===== src/rtl/fb_write_arbiter.sv =====
// Two-requester frame buffer write arbiter: per-requester FIFOs, round-robin pop, registered write port.
// Define FB_WRITE_CLIP_EN to discard out-of-range addresses and count them in drop_count.
module fb_write_arbiter #(
    parameter int ADDR_WIDTH = 13,
    parameter int DATA_WIDTH = 8,
    parameter int NUM_BYTES  = 6144,
    parameter int FIFO_DEPTH = 4
) (
    input  logic                  clk,
    input  logic                  reset_n,
    input  logic                  a_valid,
    input  logic [ADDR_WIDTH-1:0] a_addr,
    input  logic [DATA_WIDTH-1:0] a_data,
    output logic                  a_ready,
    input  logic                  b_valid,
    input  logic [ADDR_WIDTH-1:0] b_addr,
    input  logic [DATA_WIDTH-1:0] b_data,
    output logic                  b_ready,
    output logic                  wr_enable,
    output logic [ADDR_WIDTH-1:0] wr_addr,
    output logic [DATA_WIDTH-1:0] wr_data,
    output logic [15:0]           drop_count
);

    localparam int PTR_W = $clog2(FIFO_DEPTH) + 1;
    localparam int IDX_W = PTR_W - 1;

    typedef enum logic {GRANT_A, GRANT_B} grant_t;

    logic [ADDR_WIDTH-1:0] a_addr_mem [FIFO_DEPTH];
    logic [DATA_WIDTH-1:0] a_data_mem [FIFO_DEPTH];
    logic [ADDR_WIDTH-1:0] b_addr_mem [FIFO_DEPTH];
    logic [DATA_WIDTH-1:0] b_data_mem [FIFO_DEPTH];

    logic [PTR_W-1:0] a_wr_ptr, a_rd_ptr, b_wr_ptr, b_rd_ptr;
    logic             ready_en;
    grant_t           last_grant;

    logic a_empty, a_full, b_empty, b_full;
    logic a_push, b_push, pop_a, pop_b, pop_any;
    logic [ADDR_WIDTH-1:0] pop_addr;
    logic [DATA_WIDTH-1:0] pop_data;

    // ready_en keeps both ready outputs low until the first edge after reset release
    always_comb begin
        a_empty  = (a_wr_ptr == a_rd_ptr);
        b_empty  = (b_wr_ptr == b_rd_ptr);
        a_full   = (a_wr_ptr[PTR_W-1] != a_rd_ptr[PTR_W-1]) &&
                   (a_wr_ptr[IDX_W-1:0] == a_rd_ptr[IDX_W-1:0]);
        b_full   = (b_wr_ptr[PTR_W-1] != b_rd_ptr[PTR_W-1]) &&
                   (b_wr_ptr[IDX_W-1:0] == b_rd_ptr[IDX_W-1:0]);
        a_ready  = ready_en && !a_full;
        b_ready  = ready_en && !b_full;
        a_push   = a_valid && a_ready;
        b_push   = b_valid && b_ready;
        pop_a    = !a_empty && (b_empty || last_grant == GRANT_B);
        pop_b    = !b_empty && !pop_a;
        pop_any  = pop_a || pop_b;
        pop_addr = pop_a ? a_addr_mem[a_rd_ptr[IDX_W-1:0]] : b_addr_mem[b_rd_ptr[IDX_W-1:0]];
        pop_data = pop_a ? a_data_mem[a_rd_ptr[IDX_W-1:0]] : b_data_mem[b_rd_ptr[IDX_W-1:0]];
    end

`ifdef FB_WRITE_CLIP_EN
    localparam logic [31:0] ADDR_LIMIT = 32'(NUM_BYTES);
    logic pop_clipped;
    always_comb pop_clipped = (32'(pop_addr) >= ADDR_LIMIT);
`endif

    always_ff @(posedge clk) begin
        if (a_push) begin
            a_addr_mem[a_wr_ptr[IDX_W-1:0]] <= a_addr;
            a_data_mem[a_wr_ptr[IDX_W-1:0]] <= a_data;
        end
        if (b_push) begin
            b_addr_mem[b_wr_ptr[IDX_W-1:0]] <= b_addr;
            b_data_mem[b_wr_ptr[IDX_W-1:0]] <= b_data;
        end
    end

    always_ff @(posedge clk or negedge reset_n) begin
        if (!reset_n) begin
            a_wr_ptr   <= '0;
            a_rd_ptr   <= '0;
            b_wr_ptr   <= '0;
            b_rd_ptr   <= '0;
            ready_en   <= 1'b0;
            last_grant <= GRANT_B;
            wr_enable  <= 1'b0;
            wr_addr    <= '0;
            wr_data    <= '0;
            drop_count <= '0;
        end else begin
            ready_en <= 1'b1;
            if (a_push) a_wr_ptr <= a_wr_ptr + PTR_W'(1);
            if (b_push) b_wr_ptr <= b_wr_ptr + PTR_W'(1);
            if (pop_a) begin
                a_rd_ptr   <= a_rd_ptr + PTR_W'(1);
                last_grant <= GRANT_A;
            end else if (pop_b) begin
                b_rd_ptr   <= b_rd_ptr + PTR_W'(1);
                last_grant <= GRANT_B;
            end
`ifdef FB_WRITE_CLIP_EN
            // clipped entries are still consumed; write port keeps its last address/data
            if (pop_any && pop_clipped) begin
                wr_enable <= 1'b0;
                if (drop_count != 16'hFFFF) drop_count <= drop_count + 16'd1;
            end else if (pop_any) begin
                wr_enable <= 1'b1;
                wr_addr   <= pop_addr;
                wr_data   <= pop_data;
            end else begin
                wr_enable <= 1'b0;
            end
`else
            wr_enable <= pop_any;
            if (pop_any) begin
                wr_addr <= pop_addr;
                wr_data <= pop_data;
            end
`endif
        end
    end

endmodule

===== config.mk =====
export PLATFORM = sky130hd
export DESIGN_NAME = fb_write_arbiter
export DESIGN_NICKNAME = d
export VERILOG_FILES = /design/src/rtl/fb_write_arbiter.sv
export SDC_FILE = /design/constraint.sdc
export NUM_CORES = 1
export LEC_CHECK = 0
export CAP_MARGIN = 10
export CORE_MARGIN = 2
export CORE_UTILIZATION = 51
export DETAILED_ROUTE_END_ITERATION = 7
export PLACE_DENSITY = 0.77
export SETUP_SLACK_MARGIN = 0.4
export SYNTH_ARGS = -nofsm -noshare
export SYNTH_HDL_FRONTEND = slang
export SYNTH_SLANG_ARGS = --single-unit
export TNS_END_PERCENT = 30

===== constraint.sdc =====
create_clock -name clk -period 1.9 [get_ports clk]
set_input_delay 0.38 -clock clk [delete_from_list [all_inputs] [get_ports clk]]
set_output_delay 0.38 -clock clk [all_outputs]
set_load 0.005 [all_outputs]

# == Word level (Yosys, flattened, before mapping) ==
# Memory sizes are Yosys's and may differ from the RTL's.
# Cells that the tools add are included.
# totals
regBits,36
mem_bits_rw,168
input_bits,46
out_inout_bits,40
memories,4
# classes
add_sub_neg,4
eq_ne,6
mux,8
bitwise_logic,1
n_reduce_logical,17
# memory_table
memory,depth,width,read_ports,rd_ports_with_merged_regs,wr,line_no,source
a_addr_mem,4,13,1,0,1,30,logic [ADDR_WIDTH-1:0] a_addr_mem [FIFO_DEPTH];
b_addr_mem,4,13,1,0,1,32,logic [ADDR_WIDTH-1:0] b_addr_mem [FIFO_DEPTH];
a_data_mem,4,8,1,0,1,31,logic [DATA_WIDTH-1:0] a_data_mem [FIFO_DEPTH];
b_data_mem,4,8,1,0,1,33,logic [DATA_WIDTH-1:0] b_data_mem [FIFO_DEPTH];
# op_table
operator,count
$mux W13,1
$add A3 B1 Y3 const B,4
$logic_and A1 B1 Y1,8
$mux W8,1
$eq A3 B3 Y1,2
$mux W1,6
$logic_not A1 Y1,5
$eq A2 B2 Y1,2
$logic_or A1 B1 Y1,2
$ne A1 B1 Y1,2
$reduce_and A2 Y1,1
$reduce_bool A2 Y1,1
$not A1 Y1,1

# == Logic depth before layout (Yosys ltp) ==
# logic_depth
depth_word,7
mapped_depth,7
mapped_depth_nobuf,4

# == Worst setup path after synthesis ==
# Ideal clock, no wire load.
# synth_timing
path_type,reg2reg
from,register a_rd_ptr[0]
to,memory a_addr_mem[3][0] (enable)
setup_ns,0.381
t_arrival_ns,1.668
t_required_ns,1.519
path_slack_ns,-0.149
path_stages_with_launch,5
n_path_buf,1
period_less_slack_ns,2.049
path_cell_list,dfrtp_1 -> buf_6 -> xnor2_1 -> a31oi_1 -> and2_1
# synth_between
elab_chain_cells,7
# synth_rtl
element,line_no,source
"start, declared",35,"logic [PTR_W-1:0] a_wr_ptr, a_rd_ptr, b_wr_ptr, b_rd_ptr;"
"start signal, assigned",97,a_rd_ptr <= a_rd_ptr + PTR_W'(1);
$eq A2 B2 Y1,49,(a_wr_ptr[IDX_W-1:0] == a_rd_ptr[IDX_W-1:0]);
$logic_and A1 B1 Y1,48,a_full = (a_wr_ptr[PTR_W-1] != a_rd_ptr[PTR_W-1]) &&
$logic_not A1 Y1,52,a_ready = ready_en && !a_full;
$logic_and A1 B1 Y1,52,
$logic_and A1 B1 Y1,54,a_push = a_valid && a_ready;
$mux W1,70,if (a_push) begin
$mux W1 (implied by the code),71,a_addr_mem[a_wr_ptr[IDX_W-1:0]] <= a_addr;
"end, declared",30,
# No other way between the ends.

# == Worst setup path in the final report ==
# layout_timing
from,register a_wr_ptr[0]
to,register wr_addr[4]
# layout_between
elab_chain_cells,6
# layout_rtl
element,line_no,source
"start, declared",35,
"start signal, assigned",94,if (a_push) a_wr_ptr <= a_wr_ptr + PTR_W'(1);
$eq A3 B3 Y1 *,46,a_empty = (a_wr_ptr == a_rd_ptr);
$logic_not A1 Y1 *,56,pop_a = !a_empty && (b_empty || last_grant == GRANT_B);
$logic_and A1 B1 Y1 *,56,
$logic_not A1 Y1,57,pop_b = !b_empty && !pop_a;
$logic_and A1 B1 Y1,57,
$logic_or A1 B1 Y1,58,pop_any = pop_a || pop_b;
"end signal, assigned",118,wr_addr <= pop_addr;
"end, declared",20,"output logic [ADDR_WIDTH-1:0] wr_addr,"
# Mark *: on every way between the ends. The rest lies on a longest branch, timed or not.
# A chain may end at the register's enable or synchronous reset.

==> impl_metrics.tcl <==
set metrics [dict create \
    outcome "finished, final reports clean" \
    ctsLongestPathBuffers 3 \
    top_level_ports 86 \
    dp_hpwl_mm 10.25 \
    worst_pin_slew_ns 0.5211 \
    die_x_um 132.5 \
    n_antenna_cell 0 \
    finalHoldViolations 0 \
    rrSetupSlack_ns 0.005 \
    syn_area_per_cell_um2 19.27 \
    gp_congestion 0.7755 \
    fin_nets 631 \
    totalWireLength_mm 19.33 \
    clock-skew-final_ns 0.008522 \
    grt_pass1_wl_mm 29.34 \
    clk_latency_ns 0.50 \
    critPathSlowestCell "dfrtp_2" \
    gr-total-overflow 0 \
    yosysTopAreaCell "edfxtp_1" \
    n_fill_cell 970 \
    finalWorstSetupSlack_ns 0.004689 \
    final_cell_mix "edfxtp_1 (168), clkdlybuf4s50_1 (44), mux4_2 (42)" \
    power_mw 21.22 \
    cts_root_buffer "clkbuf_16" \
    port_buffers 69 \
    timing.rr.start "a_wr_ptr[0]" \
    start_util 0.5262 \
    cts_inserted_buffers 22 \
    via_per_inst 5.690 \
    yosys_warnings 16 \
    die_y_um 132.5 \
    antenna_left 0 \
    cp_cell_sequence "buf_6 > xor2_4 > nor3_4 > buf_4 > buf_6 > buf_16 > mux2i_4 > a221oi_2" \
    syn_inst 437 \
    dpl_worst_slack_ns -0.03430 \
    grt_max_degree 37 \
    crit_required_ns 2.27 \
    cp_slowest_stage_delay_ns 0.46 \
    final_util 0.7023 \
    ff2ff_path_depth 8 \
    yosys.area.top_type_share 0.5992 \
    clock-sinks 204 \
    dpl.cell_count 723 \
    hold_class "input port to asynchronous set/reset pin" \
    cp_common_cell "buf_6" \
    crit_end "wr_addr[4]" \
    startpoint_type "register" \
    design.die.area_um2 17550 \
    drive_gt1_frac 0.4416 \
    power_per_cell_area_nw_per_um2 1888 \
    rows 46 \
    rsz0062_at_grt "true" \
    via_count 4592 \
    multiInputGateArea_um2 2714 \
    ir_drop_v 0.0009389 \
    synth_area_leaders "edfxtp_1 (60%), mux4_2 (11%), dfrtp_1 (10%), a221oi_2 (3.7%), mux2i_1 (2.5%)" \
    final_cell_area_um2 11240 \
    worst-setup-path-type "register to register" \
    path_max_fanout 6 \
    cts_tree "built" \
    r2r-end "wr_addr[4]" \
    holdWs_ns 0.4756 \
    area_growth_pct 33.47 \
    drv_cap 0 \
    worstSetupEndpointType "register" \
    cts-htree-levels 1 \
    post-route-period-util 0.9975 \
    grt_pass1_vias 4953 \
    slew_viol_final 0 \
    setup_violations 0 \
    track_usage 0.2239 \
    fmax_ghz 0.5276 \
    arrival_ns 2.26 \
    antenna_found_initial 0 \
    finalSetupTns_ns 0 \
    critPathBufInv 4 \
    ys_ff_latch 204 \
    yosysUniqueCellTypes 31 \
    placedInstanceArea_um2 9639 \
    regArea_um2 5956 \
    fin_cells 807 \
    startpoint "a_wr_ptr[0]" \
    routedWlPerCell_um 23.95 \
    initialDrtViolationCount 339 \
    max_slew_margin 0.6526 \
    crit_family "buffers and inverters" \
    p_leak_nw 3.928 \
    drt_pre_antenna_iters 5 \
    ys_seq_area_frac 0.7063 \
    fin_crit_ns 1.895 \
    layout_commonest_cell "edfxtp_1" \
    cp.depth 8 \
    clk_pin_slew_ns 0.06 \
    syn_area_um2 8419 \
    drc 0 \
    core_area_um2 16000 \
]
[how the worst min path moves through the flow]
stage	to	depth (start not counted)
floorplan	a_rd_ptr[0]	0
global placement	wr_addr[8]	2
detailed placement	wr_addr[8]	2
CTS	wr_addr[6]	3
global route	a_addr_mem[0][8]	1
finish	wr_addr[8]	3
[where the power goes]
part,leakage (nW),internal (mW),switching (mW)
sequential,1.93,5.77,0.542
combinational,1.67,5.51,5.24
clock,0.332,2.42,1.74
total,3.93,13.7,7.53
[worst register-to-register path, stage by stage (launching register included)]
cell	delay (ns)
dfrtp_2	0.46
buf_6	0.15
xor2_4	0.19
nor3_4	0.20
buf_4	0.15
buf_6	0.12
buf_16	0.14
mux2i_4	0.25
a221oi_2	0.09
[final cells by class]
class / count / area share
clock buffers: 30 / 0.05445
repair buffers: 142 / 0.1400
well taps: 216 / 0.02405
multi-input cells: 200 / 0.2415
inverters: 5 / 0.001670
flip-flops and latches: 204 / 0.5300
clock inverters: 10 / 0.008351
[state kept, by name, indices dropped and copies added (netlist names)]
register,cells
a_addr_mem,52
b_addr_mem,52
a_data_mem,32
b_data_mem,32
wr_addr,13
wr_data,8
a_rd_ptr,3
a_wr_ptr,3
b_rd_ptr,3
b_wr_ptr,3
last_grant,1
ready_en,1
wr_enable,1
[logic make-up after synthesis]
group | synth area share
compound gates | 0.04518
xor+xnor | 0.01754
fa+ha+maj | 0.01486
buf+inv | 0.04042
flops | 0.7063
mux | 0.1400
other cells | 0.0008920
simple gates | 0.03478
[Yosys cell counts]
master / count
nor3_2: 1
xor2_2: 1
mux4_2: 42
inv_1: 5
a221oi_2: 21
ha_1: 10
nor3_1: 21
edfxtp_1: 168
buf_6: 4
xor2_1: 7
mux2_2: 2
buf_4: 23
o31a_2: 1
nand2_1: 7
buf_2: 9
o221ai_1: 1
nor2_2: 1
and2_1: 8
nor2_1: 21
nor3b_1: 1
dfrtp_1: 35
buf_12: 2
conb_1: 2
mux2i_1: 21
clkbuf_1: 5
dfstp_2: 1
o21ai_0: 3
a31oi_1: 4
o22ai_1: 1
and3b_1: 1
xnor2_1: 8
[timing repair]
action,in CTS,in global routing
setup endpoints to repair,221,212
hold buffers,1,0
resized for setup,139,42
hold endpoints to repair,35,0
buffers inserted,29,4
cloned,10,0
pin swaps,27,28
[routing by layer]
| layer | GRT usage | up-vias | routed length [um] |
|---|---|---|---|
| li1 | - | 1995 | - |
| met1 | 0.2946 | 2365 | 7765 |
| met2 | 0.3742 | 176 | 9708 |
| met3 | 0.03448 | 56 | 974 |
| met4 | 0.09857 | 0 | 881 |
| met5 | 0 | - | 0 |
(Power assumes the default switching activity.)
